## config.mk

```make
export PLATFORM = sky130hd
export DESIGN_NAME = instruction_decode_stage
export DESIGN_NICKNAME = d
export VERILOG_FILES = /design/src/rtl/instruction_decode_stage.sv
export SDC_FILE = /design/constraint.sdc
export NUM_CORES = 2
export LEC_CHECK = 0
export BUFFER_PORTS_ARGS = -buffer_cell sky130_fd_sc_hd__buf_2
export CORE_ASPECT_RATIO = 0.75
export CORE_MARGIN = 8
export CORE_UTILIZATION = 51
export DETAILED_ROUTE_END_ITERATION = 6
export GPL_TIMING_DRIVEN = 0
export HOLD_SLACK_MARGIN = 0.05
export PLACE_DENSITY = 0.68
export SLEW_MARGIN = 20
export SYNTH_ARGS = -nofsm -noshare
export SYNTH_HDL_FRONTEND = slang
export SYNTH_SLANG_ARGS = --single-unit
```

## constraint.sdc

```tcl
create_clock -name i_clk -period 1.9 [get_ports i_clk]
set_input_delay 0.095 -clock i_clk [delete_from_list [all_inputs] [get_ports i_clk]]
set_output_delay 0.095 -clock i_clk [all_outputs]
set_load 0.03 [all_outputs]
```

## src/rtl/instruction_decode_stage.sv

```systemverilog
// MIPS decode stage: 32x32 register file with WB bypass, control decoder, sign extender, ID/EX latch.
// One cycle of latency; i_stall holds the latch, i_flush loads a bubble. Optional debug read port: ID_REGFILE_DEBUG_EN.
module instruction_decode_stage #(
  parameter int len      = 32,
  parameter int NB_REG   = 5,
  parameter int NB_ALUOP = 2
) (
  input  logic                i_clk,
  input  logic                i_rst,
  input  logic [len-1:0]      i_instruccion,
  input  logic [len-1:0]      i_adder,
  input  logic                i_stall,
  input  logic                i_flush,
  input  logic                i_RegWrite,
  input  logic [NB_REG-1:0]   i_write_reg,
  input  logic [len-1:0]      i_write_data,
  output logic [len-1:0]      o_read_data1,
  output logic [len-1:0]      o_read_data2,
  output logic [len-1:0]      o_sign_ext,
  output logic [NB_REG-1:0]   o_rs,
  output logic [NB_REG-1:0]   o_rt,
  output logic [NB_REG-1:0]   o_rd,
  output logic [len-1:0]      o_adder,
  output logic                o_RegDst,
  output logic                o_ALUSrc,
  output logic                o_MemRead,
  output logic                o_MemWrite,
  output logic                o_MemtoReg,
  output logic                o_RegWrite,
  output logic                o_Branch,
  output logic [NB_ALUOP-1:0] o_ALUOp
`ifdef ID_REGFILE_DEBUG_EN
  ,
  input  logic [NB_REG-1:0]   i_dbg_addr,
  output logic [len-1:0]      o_dbg_data
`endif
);

  localparam int NUM_REGS = 2 ** NB_REG;

  localparam logic [5:0] OP_RTYPE = 6'h00;
  localparam logic [5:0] OP_LW    = 6'h23;
  localparam logic [5:0] OP_SW    = 6'h2B;
  localparam logic [5:0] OP_BEQ   = 6'h04;
  localparam logic [5:0] OP_ADDI  = 6'h08;

  typedef struct packed {
    logic [len-1:0]      read_data1;
    logic [len-1:0]      read_data2;
    logic [len-1:0]      sign_ext;
    logic [len-1:0]      adder;
    logic [NB_REG-1:0]   rs;
    logic [NB_REG-1:0]   rt;
    logic [NB_REG-1:0]   rd;
    logic                reg_dst;
    logic                alu_src;
    logic                mem_read;
    logic                mem_write;
    logic                mem_to_reg;
    logic                reg_write;
    logic                branch;
    logic [NB_ALUOP-1:0] alu_op;
  } id_ex_t;

  logic [NUM_REGS-1:0][len-1:0] regs_q, regs_d;
  id_ex_t                       id_ex_q, id_ex_d;
  id_ex_t                       id_ex_load;

  logic [5:0]        opcode;
  logic [NB_REG-1:0] rs, rt, rd;
  logic              wb_en;

  assign opcode = i_instruccion[31:26];
  assign rs     = i_instruccion[25:21];
  assign rt     = i_instruccion[20:16];
  assign rd     = i_instruccion[15:11];
  assign wb_en  = i_RegWrite && (i_write_reg != '0);

  // Fresh ID/EX contents; a WB write landing this cycle beats the stale register value.
  always_comb begin
    id_ex_load            = '0;
    id_ex_load.rs         = rs;
    id_ex_load.rt         = rt;
    id_ex_load.rd         = rd;
    id_ex_load.adder      = i_adder;
    id_ex_load.sign_ext   = {{(len-16){i_instruccion[15]}}, i_instruccion[15:0]};
    if (rs == '0)                         id_ex_load.read_data1 = '0;
    else if (wb_en && i_write_reg == rs)  id_ex_load.read_data1 = i_write_data;
    else                                  id_ex_load.read_data1 = regs_q[rs];
    if (rt == '0)                         id_ex_load.read_data2 = '0;
    else if (wb_en && i_write_reg == rt)  id_ex_load.read_data2 = i_write_data;
    else                                  id_ex_load.read_data2 = regs_q[rt];

    case (opcode)
      OP_RTYPE: begin
        id_ex_load.reg_dst   = 1'b1;
        id_ex_load.reg_write = 1'b1;
        id_ex_load.alu_op    = NB_ALUOP'(2'b10);
      end
      OP_LW: begin
        id_ex_load.alu_src    = 1'b1;
        id_ex_load.mem_read   = 1'b1;
        id_ex_load.mem_to_reg = 1'b1;
        id_ex_load.reg_write  = 1'b1;
      end
      OP_SW: begin
        id_ex_load.alu_src   = 1'b1;
        id_ex_load.mem_write = 1'b1;
      end
      OP_BEQ: begin
        id_ex_load.branch = 1'b1;
        id_ex_load.alu_op = NB_ALUOP'(2'b01);
      end
      OP_ADDI: begin
        id_ex_load.alu_src   = 1'b1;
        id_ex_load.reg_write = 1'b1;
      end
      default: ;
    endcase
  end

  // Writeback is independent of stall/flush; only reset blocks it.
  always_comb begin
    regs_d = regs_q;
    if (wb_en) regs_d[i_write_reg] = i_write_data;

    id_ex_d = id_ex_q;
    if (i_flush)       id_ex_d = '0;
    else if (!i_stall) id_ex_d = id_ex_load;
  end

  always_ff @(posedge i_clk) begin
    if (i_rst) begin
      regs_q  <= '0;
      id_ex_q <= '0;
    end else begin
      regs_q  <= regs_d;
      id_ex_q <= id_ex_d;
    end
  end

  assign o_read_data1 = id_ex_q.read_data1;
  assign o_read_data2 = id_ex_q.read_data2;
  assign o_sign_ext   = id_ex_q.sign_ext;
  assign o_rs         = id_ex_q.rs;
  assign o_rt         = id_ex_q.rt;
  assign o_rd         = id_ex_q.rd;
  assign o_adder      = id_ex_q.adder;
  assign o_RegDst     = id_ex_q.reg_dst;
  assign o_ALUSrc     = id_ex_q.alu_src;
  assign o_MemRead    = id_ex_q.mem_read;
  assign o_MemWrite   = id_ex_q.mem_write;
  assign o_MemtoReg   = id_ex_q.mem_to_reg;
  assign o_RegWrite   = id_ex_q.reg_write;
  assign o_Branch     = id_ex_q.branch;
  assign o_ALUOp      = id_ex_q.alu_op;

`ifdef ID_REGFILE_DEBUG_EN
  assign o_dbg_data = (i_dbg_addr == '0) ? '0 : regs_q[i_dbg_addr];
`endif

endmodule

```

==> results summary <==
The run finished, with violations left. The final reports fail on DRC, setup timing. The number of top-level pins came out at 258.

The clock drives 1153 sinks. The final routed DRC violation total is 2. The routed layout has 52.95k vias. Of the post-synthesis cell area, the part taken by muxes is 0.2409. The area share of xor/xnor cells in the synthesized design is 0.001562. STA classifies the critical path endpoint as a register. The max-slew violation total from the final report is 0. The number of nets handed over by synthesis was 6234. Headroom to the max-slew limit came out at 0.1771.

The port buffer count is 215. The overall overflow remaining after global route came out at 0. The number of buffers created by CTS came out at 113. Setup violations remaining at the end of the flow were counted as 353. For this run, asynchronously set or reset flops after synthesis account for 0.

The clock transition at the register clock pins on the worst setup and hold paths after CTS came out at 0.06 ns. The arrival time of data at the critical path endpoint is 2.83 ns. The clock root buffer master is sky130_fd_sc_hd__clkbuf_16. The design draws 53500 uW. On the critical path, the stage with the largest delay is an instance of sky130_fd_sc_hd__nor2_1. The adder-cell share of the synthesized area is 0. The leakage power total is 0.02193 uW.

The first global-routing pass estimated 332800 microns of wire. The hold path startpoint is i_write_reg[4]. The number of global-route vias before repair came out at 49.35k. The fmax came out at 458.2 MHz. Wire segments on met2 add up to 93840 microns in the final route. The number of antenna violations at the first check in global routing is 12. The die span in x is 398.9 microns. The initial cell density of the core came out at 0.5137. The worst path setup slack after routing came out at -0.2826 ns. The maximum number of pins on one net before global-route repair came out at 20. The predominant post-synthesis flop cell is sky130_fd_sc_hd__dfxtp_1.

The critical path's largest stage delay came out at 0.82 ns. The worst-case clock skew came out at 0.01207 ns. The number of synthesized register bits is 1153. The deepest clock path buffer count came out at 3. The worst register-to-register path begins at regs_q[496]$_SDFFE_PP0P_. The most frequent cell on the critical path is sky130_fd_sc_hd__buf_2. Traced cell by cell, the critical path runs through buf_2 -> buf_2 -> or3b_2 -> clkbuf_1 -> nor2_1 -> buf_2 -> nand2_1 -> a21oi_1.

At the end of routability-driven placement, the weighted congestion stood at 1.027. The synthesis-to-finish area growth came out at 14.47%. By startpoint and endpoint, the worst setup path is classified as in2reg. The source of the critical timing path is i_write_reg[0]. The power per cell area is 833.3 nW/um^2.

TritonCTS built the clock tree. The post-layout net count came out at 6664. The detail route stage leaves a number of antenna-violating nets equal to 0. The final design utilization is 0.5880. After synthesis, the largest family of logic cells by area is multiplexers. The total standard cell area after synthesis came out at 56080 sq um. The area of the core is 109200 sq um.

The post-synthesis cell type count is 44. The final worst hold slack came out at 0.08789 ns. The final clock period utilization by the worst path is 1.149. Across the VDD grid, the largest voltage drop is 0.7602 mV. The data required time of the critical path is 2.55 ns. The share of final-layout standard cells stronger than drive strength 1 is 0.1920. The total wire length after detailed routing came out at 233600 microns.

In this run, synthesis inferred 0 flip-flops with an integrated enable. The length of the first detailed-routing pass in iterations is 7. The portion of the post-synthesis area used by sequential elements came out at 0.4116. The max-capacitance violation count came out at 0.

The sum of met3 wire segment lengths after detailed routing is 36870 microns. The cell count after synthesis came out at 6128. The CTS H-tree depth is 3. The compound-gate portion of the synthesized area is 0.1255.

The die outline area came out at 120900 sq um. In this run, the number of DRC markers left after iteration 0 of detailed routing was 8213. The Yosys step of the flow raised 0 warnings. Of the total synthesized cell area, the portion taken by AND, OR, NAND and NOR gates is 0.1624.

The floorplan die height came out at 303.2 microns. The HPWL after detailed placement is 180800 microns. Setup repair after global routing could not meet its margin everywhere.

The total routing resource utilization after global routing is 0.3739. After synthesis, the mean cell area works out to 9.152 sq um. In the final routed layout, each cell accounts on average for 28.83 microns. The highest metal layer carrying signal wires in the routed design is met5.

The pin slew with the least headroom to its limit came out at 1.234 ns. The final critical path time including I/O delays and setup is 2.183 ns. The met1 wire length came out at 89300 microns. STA classifies the critical path startpoint as an input port. Clock latency on the worst-skew pair, taken at its later pin, is 0.73 ns. The peak fanout along the critical path came out at 10. The worst min-delay path category is in2reg. Using the TritonRoute via totals, the vias-per-cell ratio works out to 6.534. The floorplan has 105 rows. The count of final hold-check violations came out at 0.
path summary, 6_finish.rpt:
kind	cells after the start	endpoint	slack (ns)
max	8	regs_q[649]$_SDFFE_PP0P_	-0.28
min	5	regs_q[511]$_SDFFE_PP0P_	0.09
max reg2reg	5	o_read_data2[16]$_SDFFE_PP0N_	0.12
min reg2reg	2	regs_q[169]$_SDFFE_PP0P_	0.47
stage by stage:
step	setup TNS, ns	area, sq um	worst slack (ns)	cells
5_1_grt	-11.66	64170	-0.1655	8094
3_5_place_dp	-1056.34	59000	-1.747	7788
6_report	-29.25	64200	-0.2826	8104
4_1_cts	0	63990	0.004824	8090
3_3_place_gp	-1058.64	58960	-1.758	7787
2_1_floorplan	0	56080	0.004284	6128
routing by layer:
| metal | vias up | global-route usage |
|---|---|---|
| li1 | 22225 | - |
| met1 | 25914 | 0.5126 |
| met2 | 4031 | 0.5158 |
| met3 | 771 | 0.1456 |
| met4 | 10 | 0.1783 |
| met5 | - | 0 |
area by class of cell:
type,count,area (sq um)
well taps,1444,1807
plain buffers,671,3178
clock inverters,44,546.8
repair buffers,316,2083
fillers,9561,44980
inverters,65,244.0
clock buffers,163,3358
flip-flops and latches,1153,23080
multi-input cells,4238,29870
diodes,10,25.02
logic make-up (layout without fill, tap and decap cells):
kind of cell	Yosys count	after routing
DFF	1153	1153
AOI/OAI and AO/OA	1270	1270
buffers and inverters	737	1259
other	0	10
and+or+nand+nor	2326	2326
muxes	632	632
xor gates and xnor gates	10	10
power by group:
part,internal [uW],switching (uW)
Clock,13800,10400
Combinational,1380,3380
Sequential,24400,149
sequential cells by signal (all words and copies together), names as in the netlist:
register,flops
o_read_data1,32
o_MemtoReg,1
o_rs,5
o_RegWrite,1
o_ALUSrc,1
regs_q,1024
o_sign_ext,16
o_MemWrite,1
o_ALUOp,2
o_adder,32
o_rt,5
o_read_data2,32
o_RegDst,1
synthesized netlist by cell type, types with 2 or more instances:
| master | instances | area (sq um) |
|---|---|---|
| sky130_fd_sc_hd__dfxtp_1 | 1153 | 23080 |
| sky130_fd_sc_hd__o21ai_0 | 37 | 185.2 |
| sky130_fd_sc_hd__and3_1 | 64 | 400.4 |
| sky130_fd_sc_hd__o21ai_1 | 28 | 140.1 |
| sky130_fd_sc_hd__buf_6 | 11 | 123.9 |
| sky130_fd_sc_hd__and2_0 | 2 | 12.51 |
| sky130_fd_sc_hd__buf_4 | 59 | 442.9 |
| sky130_fd_sc_hd__mux4_2 | 574 | 12930 |
| sky130_fd_sc_hd__a22oi_1 | 132 | 991.0 |
| sky130_fd_sc_hd__a211o_1 | 2 | 17.52 |
| sky130_fd_sc_hd__inv_1 | 65 | 244.0 |
| sky130_fd_sc_hd__a221oi_2 | 9 | 135.1 |
| sky130_fd_sc_hd__buf_2 | 105 | 525.5 |
| sky130_fd_sc_hd__clkbuf_2 | 18 | 90.09 |
| sky130_fd_sc_hd__nand2_1 | 2089 | 7841 |
| sky130_fd_sc_hd__nor4_2 | 2 | 25.02 |
| sky130_fd_sc_hd__a32o_1 | 2 | 20.02 |
| sky130_fd_sc_hd__nor2_1 | 100 | 375.4 |
| sky130_fd_sc_hd__buf_1 | 28 | 105.1 |
| sky130_fd_sc_hd__nor2b_1 | 38 | 237.7 |
| sky130_fd_sc_hd__o21a_1 | 2 | 15.01 |
| sky130_fd_sc_hd__o311a_1 | 2 | 20.02 |
| sky130_fd_sc_hd__clkbuf_1 | 449 | 1685 |
| sky130_fd_sc_hd__and3b_1 | 3 | 26.28 |
| sky130_fd_sc_hd__xnor2_1 | 10 | 87.58 |
| sky130_fd_sc_hd__o311ai_1 | 2 | 17.52 |
| sky130_fd_sc_hd__or4_1 | 2 | 15.01 |
| sky130_fd_sc_hd__nand3_1 | 4 | 20.02 |
| sky130_fd_sc_hd__or3b_2 | 3 | 26.28 |
| sky130_fd_sc_hd__buf_12 | 2 | 40.04 |
| sky130_fd_sc_hd__nand3b_1 | 3 | 22.52 |
| sky130_fd_sc_hd__nor3b_1 | 4 | 30.03 |
| sky130_fd_sc_hd__a21oi_1 | 998 | 4995 |
| sky130_fd_sc_hd__or2_2 | 3 | 18.77 |
| sky130_fd_sc_hd__nor3_1 | 5 | 25.02 |
| sky130_fd_sc_hd__a221oi_1 | 53 | 464.2 |
| sky130_fd_sc_hd__mux2i_1 | 58 | 580.6 |
layout by cell type, fill, tap and decap left out, types with 12 or more instances in the layout:
cell type and n:
sky130_fd_sc_hd__nand2_1 2089, sky130_fd_sc_hd__dfxtp_1 1152, sky130_fd_sc_hd__a21oi_1 998, sky130_fd_sc_hd__mux4_2 574, sky130_fd_sc_hd__clkbuf_1 425, sky130_fd_sc_hd__buf_2 306, sky130_fd_sc_hd__a22oi_1 132, sky130_fd_sc_hd__clkbuf_16 115
sky130_fd_sc_hd__dlygate4sd3_1 98, sky130_fd_sc_hd__nor2_1 79, sky130_fd_sc_hd__buf_4 68, sky130_fd_sc_hd__inv_1 65, sky130_fd_sc_hd__and3_1 64, sky130_fd_sc_hd__clkbuf_2 62, sky130_fd_sc_hd__mux2i_1 58, sky130_fd_sc_hd__a221oi_1 53
sky130_fd_sc_hd__nor2b_1 38, sky130_fd_sc_hd__o21ai_0 37, sky130_fd_sc_hd__clkbuf_8 30, sky130_fd_sc_hd__o21ai_1 28, sky130_fd_sc_hd__clkinv_2 23, sky130_fd_sc_hd__nor2_2 18, sky130_fd_sc_hd__buf_6 15, sky130_fd_sc_hd__buf_1 13
sky130_fd_sc_hd__bufinv_16 12
critical path: cells and delay by family:
family          cells  cell delay, ns
compound gates      1            0.16
buf+inv             4            1.19
simple gates        3            1.37
repair_timing:
action,CTS,global route
hold endpoints to repair,186,3
endpoints found under the setup margin,845,508
gates resized for setup,66,75
buffers inserted,0,2
hold buffers,96,2
No activity file was read; power rests on OpenSTA's default activity.
